File: src/rtl/id_ex_stage_pkg.sv
// Shared definitions for the ID/EX stage: datapath width, register-address
// width, ALU function codes and the forward-select encoding.
// The datapath width comes from the `WORD_SIZE macro (default 16).
`ifndef WORD_SIZE
`define WORD_SIZE 16
`endif

package id_ex_stage_pkg;

    localparam int WORD_SIZE = `WORD_SIZE;
    localparam int REG_AW    = 2;

    // ALU function codes; the ALU itself performs the LHI <<8
    localparam logic [3:0] FUNC_ADD = 4'b0000;
    localparam logic [3:0] FUNC_SUB = 4'b0001;
    localparam logic [3:0] FUNC_AND = 4'b0010;
    localparam logic [3:0] FUNC_OR  = 4'b0011;
    localparam logic [3:0] FUNC_XOR = 4'b0100;
    localparam logic [3:0] FUNC_SLL = 4'b0101;
    localparam logic [3:0] FUNC_SRL = 4'b0110;
    localparam logic [3:0] FUNC_SRA = 4'b0111;
    localparam logic [3:0] FUNC_SLT = 4'b1000;
    localparam logic [3:0] FUNC_MOV = 4'b1001;
    localparam logic [3:0] FUNC_LHI = 4'b1010;

    // Which source an operand was taken from
    typedef enum logic [1:0] {
        FWD_REG = 2'd0,
        FWD_MW  = 2'd1,
        FWD_EXM = 2'd2
    } fwd_sel_e;

endpackage

File: src/rtl/id_ex_stage_fwd_mux.sv
// Per-operand forwarding mux: picks the youngest matching producer
// (EX/MEM over MEM/WB) or falls back to the stored register value.
module fwd_mux
    import id_ex_stage_pkg::*;
(
    input  logic [REG_AW-1:0]    rs,
    input  logic [WORD_SIZE-1:0] reg_val,
    input  logic                 exm_valid,
    input  logic                 exm_reg_write,
    input  logic [REG_AW-1:0]    exm_rd,
    input  logic [WORD_SIZE-1:0] exm_result,
    input  logic                 mw_valid,
    input  logic                 mw_reg_write,
    input  logic [REG_AW-1:0]    mw_rd,
    input  logic [WORD_SIZE-1:0] mw_result,
    output logic [WORD_SIZE-1:0] operand,
    output fwd_sel_e             sel
);

    // Select the newest in-flight value for rs; EX/MEM is younger than MEM/WB
    always_comb begin
        sel     = FWD_REG;
        operand = reg_val;
        if (exm_valid && exm_reg_write && (exm_rd == rs)) begin
            sel     = FWD_EXM;
            operand = exm_result;
        end else if (mw_valid && mw_reg_write && (mw_rd == rs)) begin
            sel     = FWD_MW;
            operand = mw_result;
        end
    end

endmodule

File: src/rtl/id_ex_stage.sv
// ID/EX pipeline register feeding the ALU, with RAW forwarding from the
// EX/MEM and MEM/WB slots. Forwarding is built only when ID_EX_FWD_EN is
// defined; otherwise operands come straight from the stored register values.
//
// Control semantics, evaluated at each rising clk edge:
//   flush         -> slot becomes a bubble (all fields 0), wins over stall
//   stall         -> slot holds; stored operand values refresh with the
//                    currently forwarded values so a retiring producer is kept
//   neither       -> slot loads from decode
// reset is asynchronous and overrides both.
module id_ex_stage
    import id_ex_stage_pkg::*;
(
    input  logic                 clk,
    input  logic                 reset,
    input  logic                 stall,
    input  logic                 flush,
    input  logic                 id_valid,
    input  logic [REG_AW-1:0]    id_rs1,
    input  logic [REG_AW-1:0]    id_rs2,
    input  logic [WORD_SIZE-1:0] id_rs1_val,
    input  logic [WORD_SIZE-1:0] id_rs2_val,
    input  logic [WORD_SIZE-1:0] id_imm,
    input  logic                 id_use_imm,
    input  logic [3:0]           id_func,
    input  logic [REG_AW-1:0]    id_rd,
    input  logic                 id_reg_write,
    input  logic                 exm_valid,
    input  logic                 exm_reg_write,
    input  logic [REG_AW-1:0]    exm_rd,
    input  logic [WORD_SIZE-1:0] exm_result,
    input  logic                 mw_valid,
    input  logic                 mw_reg_write,
    input  logic [REG_AW-1:0]    mw_rd,
    input  logic [WORD_SIZE-1:0] mw_result,
    output logic [WORD_SIZE-1:0] alu_a,
    output logic [WORD_SIZE-1:0] alu_b,
    output logic [3:0]           alu_func,
    output logic                 ex_valid,
    output logic [REG_AW-1:0]    ex_rd,
    output logic                 ex_reg_write
);

    logic                 valid_q, valid_d;
    logic                 reg_write_q, reg_write_d;
    logic [REG_AW-1:0]    rd_q, rd_d;
    logic [3:0]           func_q, func_d;
    logic [WORD_SIZE-1:0] imm_q, imm_d;
    logic                 use_imm_q, use_imm_d;
    logic [REG_AW-1:0]    rs1_q, rs1_d;
    logic [REG_AW-1:0]    rs2_q, rs2_d;
    logic [WORD_SIZE-1:0] rs1_val_q, rs1_val_d;
    logic [WORD_SIZE-1:0] rs2_val_q, rs2_val_d;

    logic [WORD_SIZE-1:0] op_a;
    logic [WORD_SIZE-1:0] op_b;

`ifdef ID_EX_FWD_EN
    fwd_sel_e sel_a;
    fwd_sel_e sel_b;

    fwd_mux u_fwd_a (
        .rs            (rs1_q),
        .reg_val       (rs1_val_q),
        .exm_valid     (exm_valid),
        .exm_reg_write (exm_reg_write),
        .exm_rd        (exm_rd),
        .exm_result    (exm_result),
        .mw_valid      (mw_valid),
        .mw_reg_write  (mw_reg_write),
        .mw_rd         (mw_rd),
        .mw_result     (mw_result),
        .operand       (op_a),
        .sel           (sel_a)
    );

    fwd_mux u_fwd_b (
        .rs            (rs2_q),
        .reg_val       (rs2_val_q),
        .exm_valid     (exm_valid),
        .exm_reg_write (exm_reg_write),
        .exm_rd        (exm_rd),
        .exm_result    (exm_result),
        .mw_valid      (mw_valid),
        .mw_reg_write  (mw_reg_write),
        .mw_rd         (mw_rd),
        .mw_result     (mw_result),
        .operand       (op_b),
        .sel           (sel_b)
    );

    // Select codes are a debug hook only
    logic unused_fwd_sel;
    assign unused_fwd_sel = ^{sel_a, sel_b};
`else
    // No forwarding: software spaces dependent instructions with NOPs
    assign op_a = rs1_val_q;
    assign op_b = rs2_val_q;

    logic unused_fwd_inputs;
    assign unused_fwd_inputs = ^{exm_valid, exm_reg_write, exm_rd, exm_result,
                                 mw_valid, mw_reg_write, mw_rd, mw_result,
                                 rs1_q, rs2_q};
`endif

    // Next slot contents: flush beats stall beats load
    always_comb begin
        valid_d     = valid_q;
        reg_write_d = reg_write_q;
        rd_d        = rd_q;
        func_d      = func_q;
        imm_d       = imm_q;
        use_imm_d   = use_imm_q;
        rs1_d       = rs1_q;
        rs2_d       = rs2_q;
        rs1_val_d   = rs1_val_q;
        rs2_val_d   = rs2_val_q;
        if (flush) begin
            valid_d     = 1'b0;
            reg_write_d = 1'b0;
            rd_d        = '0;
            func_d      = 4'b0000;
            imm_d       = '0;
            use_imm_d   = 1'b0;
            rs1_d       = '0;
            rs2_d       = '0;
            rs1_val_d   = '0;
            rs2_val_d   = '0;
        end else if (stall) begin
`ifdef ID_EX_FWD_EN
            rs1_val_d = op_a;
            rs2_val_d = op_b;
`endif
        end else begin
            valid_d     = id_valid;
            reg_write_d = id_reg_write & id_valid;
            rd_d        = id_rd;
            func_d      = id_func;
            imm_d       = id_imm;
            use_imm_d   = id_use_imm;
            rs1_d       = id_rs1;
            rs2_d       = id_rs2;
            rs1_val_d   = id_rs1_val;
            rs2_val_d   = id_rs2_val;
        end
    end

    // Slot register with asynchronous clear
    always_ff @(posedge clk or posedge reset) begin
        if (reset) begin
            valid_q     <= 1'b0;
            reg_write_q <= 1'b0;
            rd_q        <= '0;
            func_q      <= 4'b0000;
            imm_q       <= '0;
            use_imm_q   <= 1'b0;
            rs1_q       <= '0;
            rs2_q       <= '0;
            rs1_val_q   <= '0;
            rs2_val_q   <= '0;
        end else begin
            valid_q     <= valid_d;
            reg_write_q <= reg_write_d;
            rd_q        <= rd_d;
            func_q      <= func_d;
            imm_q       <= imm_d;
            use_imm_q   <= use_imm_d;
            rs1_q       <= rs1_d;
            rs2_q       <= rs2_d;
            rs1_val_q   <= rs1_val_d;
            rs2_val_q   <= rs2_val_d;
        end
    end

    assign alu_a        = op_a;
    assign alu_b        = use_imm_q ? imm_q : op_b;
    assign alu_func     = func_q;
    assign ex_valid     = valid_q;
    assign ex_rd        = rd_q;
    assign ex_reg_write = reg_write_q & valid_q;

endmodule

File: config.mk
export PLATFORM = sky130hd
export DESIGN_NAME = id_ex_stage
export DESIGN_NICKNAME = d
export VERILOG_FILES = /design/src/rtl/id_ex_stage_pkg.sv /design/src/rtl/id_ex_stage_fwd_mux.sv /design/src/rtl/id_ex_stage.sv
export SDC_FILE = /design/constraint.sdc
export NUM_CORES = 1
export LEC_CHECK = 0
export CORE_ASPECT_RATIO = 1.5
export CORE_MARGIN = 2
export CORE_UTILIZATION = 34
export CTS_BUF_LIST = sky130_fd_sc_hd__clkbuf_4 sky130_fd_sc_hd__clkbuf_8 sky130_fd_sc_hd__clkbuf_16
export CTS_CLUSTER_DIAMETER = 200
export CTS_CLUSTER_SIZE = 14
export DETAILED_ROUTE_END_ITERATION = 8
export GPL_ROUTABILITY_DRIVEN = 0
export PLACE_DENSITY = 0.77
export SLEW_MARGIN = 25
export SYNTH_ARGS = -nofsm -noshare
export SYNTH_HDL_FRONTEND = slang
export SYNTH_SLANG_ARGS = --single-unit
File: constraint.sdc
create_clock -name clk -period 1.6 [get_ports clk]
set_clock_uncertainty 0.2 [all_clocks]
set_input_delay 0.16 -clock clk [delete_from_list [all_inputs] [get_ports clk]]
set_output_delay 0.16 -clock clk [all_outputs]
set_load 0.02 [all_outputs]
==> flow_metrics.env, run 1 <==
export IMPL_status="complete, but fails checks"
export IMPL_violations="setup timing"
export IMPL_insertion_delay_ns=0.32
export IMPL_tightest_slew_ns=0.3338
export IMPL_peakVddDrop_v=0.0005897
export IMPL_power_density_nw_per_um2=865.3
export IMPL_fin_crit_ns=1.729
export IMPL_track_usage_pct=15.10
export IMPL_die_h_um=109.7
export IMPL_critPathSlowestCell="dfrtp_2"
export IMPL_cp_cell_sequence="buf_12, mux2_2, buf_6"
export IMPL_nets=415
export IMPL_cts_buffers=9
export IMPL_crit_path_max_fanout=9
export IMPL_synth_seq_cells=57
export IMPL_yosys_cell_types_count=15
export IMPL_p_int_uw=2494
export IMPL_critPathTopFamily="flip-flops"
export IMPL_yosysWarnings=0
export IMPL_setup_viol=16
export IMPL_initial_utilization_pct=35.06
export IMPL_pwr_share_clk_pct=33.3
export IMPL_rr_worst_depth=3
export IMPL_drc=0
export IMPL_r2r_end="use_imm_q"
export IMPL_p_sw_share_pct=24.97
export IMPL_pin_count=145
export IMPL_p_sw_uw=829.9
export IMPL_power_static_leakage_uw=0.001943
export IMPL_cts_htree_levels=3
export IMPL_grt_antenna_before_repair=0
export IMPL_fin_cells=412
export IMPL_grt_max_degree=43
export IMPL_seqPwrFrac_pct=47.1
export IMPL_maxSlewViolCount=0
export IMPL_crit_type="flop to primary output"
export IMPL_worst_slack_ns=-0.1285
export IMPL_syn_area_um2=2534
export IMPL_syn_nets=310
export IMPL_slowest_delay_ns=0.40
export IMPL_cts_buffer_depth=2
export IMPL_drtAntennaViolNets=0
export IMPL_io_buffers=100
export IMPL_critical_path_required_ns=1.24
export IMPL_grt_pass1_wl_um=9149
export IMPL_hold_violations=0
export IMPL_nFillCells=669
export IMPL_drt_iter0_drc=45
export IMPL_cts_clk_slew_worst_paths_ns=0.06
export IMPL_worstSetupStartpointType="flop"
export IMPL_end_kind="primary output"
export IMPL_root_buffer="clkbuf_8"
export IMPL_timing_final_crit_share_pct=108.0
export IMPL_crit_buf_inv=2
export IMPL_r2r_start="use_imm_q"
export IMPL_syn_area_per_cell_um2=12.36
export IMPL_hpwl_um=4023
export IMPL_arrival_ns=1.37
export IMPL_hp_class="input pin to flop"
export IMPL_slew_headroom_pct=77.74
export IMPL_grt_pass1_vias=1998
export IMPL_tns_ns=-1.887
export IMPL_dp_cells=396
export IMPL_diodes=0
export IMPL_rsz0062_at_grt="yes"
export IMPL_p_comb_share_pct=19.6
export IMPL_die_x_um=74.49
export IMPL_grt_overflow_total=0
export IMPL_area_growth_syn_to_layout_pct=51.60
export IMPL_min_path_cells=4
export IMPL_core_area_um2=7227
export IMPL_max_cap_viol_count=0
export IMPL_avgRoutedWirePerCell_um=13.96
export IMPL_vias=1856
export IMPL_die_area_um2=8173
export IMPL_viasPerCell=4.505
export IMPL_cts_sinks=57
export IMPL_min_from="stall"
export IMPL_fmax_mhz=578.5
export IMPL_min_to="reg_write_q"
export IMPL_final_layout_size_suffix_gt1_share_pct=17.95
export IMPL_routed_wl_um=5752
export IMPL_r2r_setup_slack_ns=0.51
export IMPL_synth_cells=205
export IMPL_seq_area_frac_synth_pct=56.30
export IMPL_first_pass_iters=4
export IMPL_rows=38
export IMPL_cts_tree="built"
## cell type report
| cell class | count | area (um2) | share of cell area, % |
|---|---|---|---|
| timing repair buffer | 109 | 1127 | 29.35 |
| inverter | 1 | 7.507 | 0.1954 |
| sequential | 57 | 1428 | 37.17 |
| clock inverter | 1 | 5.005 | 0.1303 |
| multi-input combinational | 132 | 996.0 | 25.93 |
| tap | 100 | 125.1 | 3.257 |
| clock buffer | 12 | 152.6 | 3.974 |
## per-stage QoR
step	worst slack, ns	cell area (um2)	power, uW	hold slack, ns	utilization, %
2_1_floorplan	0.2285	2537	1918	0.04685	-
3_3_place_gp	-0.1828	3633	2231	0.2971	50.28
3_5_place_dp	-0.1943	3633	2245	0.3112	50.28
4_1_cts	-0.2111	3835	3389	0.003814	53.06
5_1_grt	-0.1920	3841	3509	0.1320	53.15
6_report	-0.1285	3841	3324	0.1363	53.15
## worst max-delay path by stage
stage | slack [ns] | endpoint | cells past startpoint | from
2_1_floorplan | 0.23 | alu_b[10] | 3 | use_imm_q
3_3_place_gp | -0.18 | alu_b[8] | 3 | use_imm_q
3_5_place_dp | -0.19 | alu_b[8] | 3 | use_imm_q
4_1_cts | -0.21 | alu_b[8] | 4 | use_imm_q
5_1_grt | -0.19 | alu_b[11] | 3 | use_imm_q
6_report | -0.13 | alu_b[8] | 3 | use_imm_q
## sequential cells by signal (all words and copies together) (netlist names)
signal,cells
ex_rd,2
alu_func,4
alu_a,16
ex_valid,1
imm_q,16
reg_write_q,1
use_imm_q,1
op_b,16
## cell families (layout without fill, tap and decap cells)
| logic type | after synthesis | count (layout) | synth area share [%] |
|---|---|---|---|
| AND/OR/NAND/NOR | 59 | 59 | 8.988 |
| AO/OA/AOI/OAI | 1 | 1 | 0.1973 |
| multiplexers | 72 | 72 | 29.23 |
| flip-flops | 57 | 57 | 56.30 |
| buffers and inverters | 16 | 123 | 5.283 |
## worst register-to-register path: cells and delay by family, from the launching register on
family                 cells  cell delay, ns
DFF                        1            0.43
buffers and inverters      1            0.16
muxes                      1            0.14
and+or+nand+nor            1            0.05
## synth_stat cells
cell	count	share of area (%)
mux2_2	16	7.1
and2_1	1	0.25
nand2_1	1	0.15
nor2_1	56	8.3
buf_2	3	0.59
clkbuf_1	4	0.59
mux2i_1	56	22
buf_8	1	0.59
dfrtp_1	57	56
a21oi_1	1	0.20
buf_6	2	0.89
inv_1	1	0.15
buf_12	2	1.6
nand3b_1	1	0.30
buf_4	3	0.89
## per-layer routing
layer  global-route usage (%)  share of wire (%)
met1                    16.07                 39
met2                    25.92                 54
met3                    6.599                5.8
met4                    5.740                1.3
met5                        0                  0
## timing repair
action | 4_1_cts | 5_1_grt
hold buffers | 1 | 1
cloned | 1 | 0
setup endpoints to repair | 40 | 17
endpoints found under the hold margin | 2 | 4
gates resized for setup | 122 | 12
setup buffers | 2 | 0
## layout by cell type, fill, tap and decap left out
| cell type | synthesis | routed |
|---|---|---|
| dlygate4sd3_1 | 0 | 2 |
| dfrtp_2 | 0 | 1 |
| nand2_1 | 1 | 1 |
| buf_12 | 2 | 5 |
| clkbuf_8 | 0 | 10 |
| mux2_4 | 0 | 6 |
| clkinv_2 | 0 | 1 |
| a21oi_1 | 1 | 1 |
| nor2_1 | 56 | 56 |
| buf_4 | 3 | 2 |
| clkdlybuf4s50_1 | 0 | 58 |
| dfrtp_1 | 57 | 56 |
| clkinvlp_4 | 0 | 1 |
| mux2_2 | 16 | 10 |
| dlygate4sd2_1 | 0 | 23 |
| buf_6 | 2 | 16 |
| clkbuf_4 | 0 | 2 |
| and2_1 | 1 | 1 |
| buf_2 | 3 | 1 |
| buf_8 | 1 | 1 |
| mux2i_1 | 56 | 56 |
| clkdlybuf4s15_1 | 0 | 1 |
| nand3b_1 | 1 | 1 |
## power by group through the flow
stage | Combinational (uW) | Clock (uW) | Sequential, uW
after floorplan | 296 | 0 | 1620
after global placement | 647 | 0 | 1580
after detailed placement | 655 | 0 | 1590
after CTS | 665 | 1160 | 1560
after global routing | 706 | 1230 | 1570
final | 652 | 1110 | 1560
(Power assumes the default switching activity.)
==> inputs of run 2 (changes only) <==
SYNTH_HIERARCHICAL = 1   (was not set)
==> results of run 2 <==
Same layout as run 1: the final DEF is identical, and so are final timing and power.
Main changes from that run: Yosys warning count 0 -> 6
==> inputs of run 3 (changes only) <==
CAP_MARGIN = 25   (was not set)
==> results of run 3 <==
Same layout as run 1: the final DEF is identical, and so are final timing and power.
Main changes from that run: Yosys warning count 0 -> 6
==> variant 1: new RTL, flow settings as in run 3 <==
Set the package constant `REG_AW` to 3 (it was 2).
--- a/src/rtl/id_ex_stage_pkg.sv
+++ b/src/rtl/id_ex_stage_pkg.sv
@@ -9,5 +9,5 @@
 
     localparam int WORD_SIZE = `WORD_SIZE;
-    localparam int REG_AW    = 2;
+    localparam int REG_AW    = 3;
 
     // ALU function codes; the ALU itself performs the LHI <<8
Interface: changed (6 resized); port bits go from 145 to 151. No check against the original RTL was run, so the function may have changed too.
==> variant 1 against run 3 <==
Core utilization increased by 1.5 points. Synthesized area up 0.79%. Sequential cell count up 1. First-iteration DRC count rose by 130%. Critical endpoint is now alu_b[1]. Design area is 3.4% higher. Sequential share of layout area decreased by 0.60 points. Routed wire length up 2.6%. Synthesized cell count grew 1.5%. Total power increased by 7.4%. Via count is 2.0% higher. Critical path type unchanged. The flow still finishes with violations (negative setup slack). Register-to-register slack hardly changed. Combinational power grew 3.8%. Setup slack improved by 0.0058 ns.
==> variant 1: results (changes against run 3) <==
| Metric | Value |
|---|---|
| Outcome | finished with violations (unchanged) |
| Failing checks | negative setup slack (unchanged) |
| Slowest stage delay, CP | 0.44 ns (was 0.40 ns) |
| Final HPWL DP | 3990 µm (was 4020 µm) |
| Post-synthesis sequential area ratio | 0.568 (was 0.563) |
| Initial DRC count | 102 (was 45) |
| Post-route worst setup slack | -0.123 ns (was -0.129 ns) |
| Crit-path max FO | 6 (was 9) |
| Portion of netlist area occupied by mux cells | 0.294 (was 0.292) |
| WHS | 0.0911 ns (was 0.136 ns) |
| First-pass GRT wire length | 8990 µm (was 9150 µm) |
| Fillers | 659 (was 669) |
| Synth unique cells | 14 (was 15) |
| Total Routing Usage GR | 0.147 (was 0.151) |
| Synth top cells by count | dfrtp_1, mux2i_1, nor2_1 (unchanged) |
| Met2 WL | 3210 µm (was 3090 µm) |
| Clock root cell | clkbuf_8 (unchanged) |
| Worst Hold Path Cells | 3 (was 4) |
| Total Wirelength | 5900 µm (was 5750 µm) |
| Hold_sp | flush (was stall) |
| Max rail drop VDD | 0.519 mV (was 0.590 mV) |
| Largest net degree at the start of global routing | 59 (was 43) |
| Grt met3 use | 0.0418 (was 0.0660) |
| Nets | 425 (was 415) |
| Met2 Use GR | 0.261 (was 0.259) |
| Leak pwr | 2.01 nW (was 1.94 nW) |
| Post-Syn Nets | 318 (was 310) |
| Via count | 1893 (was 1856) |
| Placed Area | 3710 µm² (was 3630 µm²) |
| Final setup vio count | 16 (unchanged) |
| Place WS | -0.194 ns (about the same) |
| Port bufs | 102 (was 100) |
| Compound-Gate Fraction of Synth Area | 0.00196 (was 0.00198) |
| Layout cell share with drive strength beyond 1 | 0.188 (was 0.179) |
| Met1 wire length | 2340 µm (was 2250 µm) |
| Global-route track usage on met1 | 0.162 (was 0.161) |
| WHS Endpoint | alu_a[2]$_DFFE_PP0P_ (was reg_write_q$_DFFE_PP0P_) |
| Area contributors post-synth | dfrtp_1, mux2i_1, nor2_1, mux2_2, buf_4 (was dfrtp_1, mux2i_1, nor2_1, mux2_2, buf_12) |
| WL met3 | 268 µm (was 335 µm) |
| Final TNS setup | -1.75 ns (was -1.89 ns) |
| Max transition margin | 0.835 (was 0.777) |
| Post-DR wirelength/cell | 14.1 µm (was 14.0 µm) |
| CTS resizes | 115 (was 122) |
## variant 1: area by class of cell
cell class                 count  area [µm²]  area share
sequential                    58        1450       0.366
timing repair buffer         111        1150       0.290
multi-input combinational    134        1040       0.262
clock buffer                  11         139      0.0350
tap                          100         125      0.0315
clock inverter                 5        55.1      0.0139
inverter                       1        7.51     0.00189
## variant 1: worst max-delay path: cells and delay by family, from the launching register on
| family | cells | cell delay [ns] |
|---|---|---|
| flip-flops | 1 | 0.44 |
| multiplexers | 1 | 0.31 |
| buffers and inverters | 2 | 0.29 |
## variant 1: power by group
part / leakage [nW] / switching [mW] / internal [mW]
logic: 1.15 / 0.299 / 0.378
registers: 0.769 / 0.0452 / 1.55
clock network: 0.0962 / 0.551 / 0.748
total: 2.01 / 0.895 / 2.67
==> variant 2: new RTL, flow settings as in run 3 <==
Made on the original files. Make the reset (`reset`) synchronous in one clocked block. Comments in the files are not updated.
--- a/src/rtl/id_ex_stage.sv
+++ b/src/rtl/id_ex_stage.sv
@@ -147,5 +147,5 @@
 
     // Slot register with asynchronous clear
-    always_ff @(posedge clk or posedge reset) begin
+    always_ff @(posedge clk) begin
         if (reset) begin
             valid_q     <= 1'b0;
Behaviour: differs if reset is asserted again (counterexample within 4 cycles, from zero or initial values and one cycle with reset high); with reset held inactive, the same outputs for 10 cycles.
==> variant 2 against run 3 <==
The flow still finishes with violations (negative setup slack). Cell count decreased by 5.6%. Setup slack improved by 0.085 ns. Total power is 0.80% higher. Hold slack lost 0.088 ns. Design area shrank 6.3%. Synthesized area shrank 10%. Non-clock buffer count down 2. Routed wire length down 12%. Largest power group unchanged. Sequential cell count stayed put. Critical endpoint is now alu_b[9].
==> variant 2: results (changes against run 3) <==
| Metric | Value |
|---|---|
| Slowest stage delay, CP | 0.37 ns (was 0.40 ns) |
| Syn. warnings | 6 (unchanged) |
| Max rail drop VDD | 0.579 mV (was 0.590 mV) |
| Synth top cells by count | dfxtp_1, mux2i_1, nor2_1 (was dfrtp_1, mux2i_1, nor2_1) |
| Depth of the CTS H-tree | 3 (unchanged) |
| Layout cell share with drive strength beyond 1 | 0.185 (was 0.179) |
| Post-route worst setup slack | -0.0437 ns (was -0.129 ns) |
| Clk slew on worst S/H paths | 0.06 ns (about the same) |
| FFs w/ async S/R, synth | 0 (was 1.00) |
| WHS Endpoint | alu_a[8]$_SDFFE_PP0N_ (was reg_write_q$_DFFE_PP0P_) |
| Worst r2r dst | use_imm_q$_SDFFE_PP0N_ (was use_imm_q$_DFFE_PP0P_) |
| Placed Area | 3320 µm² (was 3630 µm²) |
| Clock root cell | clkbuf_8 (unchanged) |
| CTS Buf Count | 9 (unchanged) |
| Syn Inst Count | 205 (unchanged) |
| R2R setup slack | 0.61 ns (was 0.51 ns) |
| Met2 WL | 2650 µm (was 3090 µm) |
| Area Growth Syn to Fin | 58.0% (was 51.6%) |
| Vias in the first global route | 1806 (was 1998) |
| Synth unique cells | 15 (unchanged) |
| Post-Syn Nets | 310 (unchanged) |
| Failing checks | negative setup slack (unchanged) |
| WL met3 | 316 µm (was 335 µm) |
| Hold_sp | stall (unchanged) |
| Total Routing Usage GR | 0.143 (was 0.151) |
| Crit-path max FO | 7 (was 9) |
| Vias per inst | 4.58 (was 4.50) |
| Post-synthesis sequential area ratio | 0.501 (was 0.563) |
| Final TNS setup | -0.437 ns (was -1.89 ns) |
| Clock Tree Buf Depth | 2 (unchanged) |
| Final setup vio count | 16 (unchanged) |
| Final std cells w/o fill | 389 (was 412) |
| DRC violations left | 0 (unchanged) |
| DP Cell Count | 373 (was 396) |
| Port bufs | 100 (unchanged) |
| Outcome | finished with violations (unchanged) |
| Final HPWL DP | 3670 µm (was 4020 µm) |
| CP max-delay cell | dfxtp_4 (was dfrtp_2) |
| Worst-Margin Slew | 0.248 ns (was 0.334 ns) |
| Area contributors post-synth | dfxtp_1, mux2i_1, nor2_1, mux2_2, buf_6 (was dfrtp_1, mux2i_1, nor2_1, mux2_2, buf_12) |
| Fillers | 600 (was 669) |
| Initial antenna violation count | 0 (unchanged) |
| DRT Pass-1 Iters | 4 (unchanged) |
| First-pass GRT wire length | 8310 µm (was 9150 µm) |
| Worst skew pair latency | 0.32 ns (about the same) |
| Total Wirelength | 5090 µm (was 5750 µm) |
| Worst-case reg-to-reg path depth | 3 (unchanged) |
| Initial DRC count | 54 (was 45) |
| Worst Hold Path Cells | 3 (was 4) |
| Met1 wire length | 1990 µm (was 2250 µm) |
| HP Class | in2reg (unchanged) |
| Highest routed metal layer | met4 (unchanged) |
| Nets | 413 (was 415) |
| Largest net degree at the start of global routing | 35 (was 43) |
| Reg-to-reg startpoint | use_imm_q$_SDFFE_PP0N_ (was use_imm_q$_DFFE_PP0P_) |
| Leak pwr | 1.67 nW (was 1.94 nW) |
| N_diodes | 0 (unchanged) |
-- variant 2: worst max-delay path by stage --
stage	startpoint	end	cells past startpoint
floorplan	use_imm_q$_SDFFE_PP0N_	alu_b[10]	3
global placement	use_imm_q$_SDFFE_PP0N_	alu_b[10]	3
detailed placement	use_imm_q$_SDFFE_PP0N_	alu_b[10]	3
CTS	use_imm_q$_SDFFE_PP0N_	alu_b[9]	3
global route	use_imm_q$_SDFFE_PP0N_	alu_b[9]	3
finish	use_imm_q$_SDFFE_PP0N_	alu_b[9]	3
-- variant 2: kinds of logic (layout without fill, tap and decap cells) --
| kind of cell | after synthesis | in the layout | synth area share |
|---|---|---|---|
| compound gates | 1 | 1 | 0.00219 |
| buf+inv | 15 | 123 | 0.0692 |
| flops | 57 | 57 | 0.501 |
| mux | 72 | 72 | 0.325 |
| simple gates | 60 | 60 | 0.103 |
-- variant 2: metal layers --
metal	up-vias	global-route usage
met5	-	0
li1	890	-
met4	0	0.0916
met3	10	0.0494
met2	60	0.228
met1	822	0.159
-- variant 2: area by class of cell --
cell class	count	area share
Timing Repair Buffer	107	0.307
Clock inverter	2	0.00973
Multi-Input combinational cell	133	0.289
Tap cell	76	0.0264
Sequential cell	57	0.318
Clock buffer	14	0.0500
-- variant 2: where the power goes --
group          leakage [nW]  switching [mW]  internal (mW)
sequential            0.465          0.0231           1.47
clock                 0.114           0.510          0.879
combinational          1.10           0.184          0.288
total                  1.67           0.718           2.63
-- variant 2: per-stage QoR --
stage | hold slack (ns) | setup WS [ns]
floorplan | 0.104 | 0.244
global placement | 0.247 | -0.157
detailed placement | 0.260 | -0.197
CTS | 0.0304 | -0.118
global route | 0.0447 | -0.109
finish | 0.0482 | -0.0437
-- variant 2: timing repair --
item | CTS | global route
endpoints found under the setup margin | 40 | 16
resized for setup | 131 | 11
buffers inserted | 0 | 0
cloned | 0 | 0
-- variant 2: worst max-delay path: cells and delay by family, from the launching register on --
kind,cells,cell delay (ns)
flops,1,0.37
buf+inv,2,0.27
mux,1,0.32
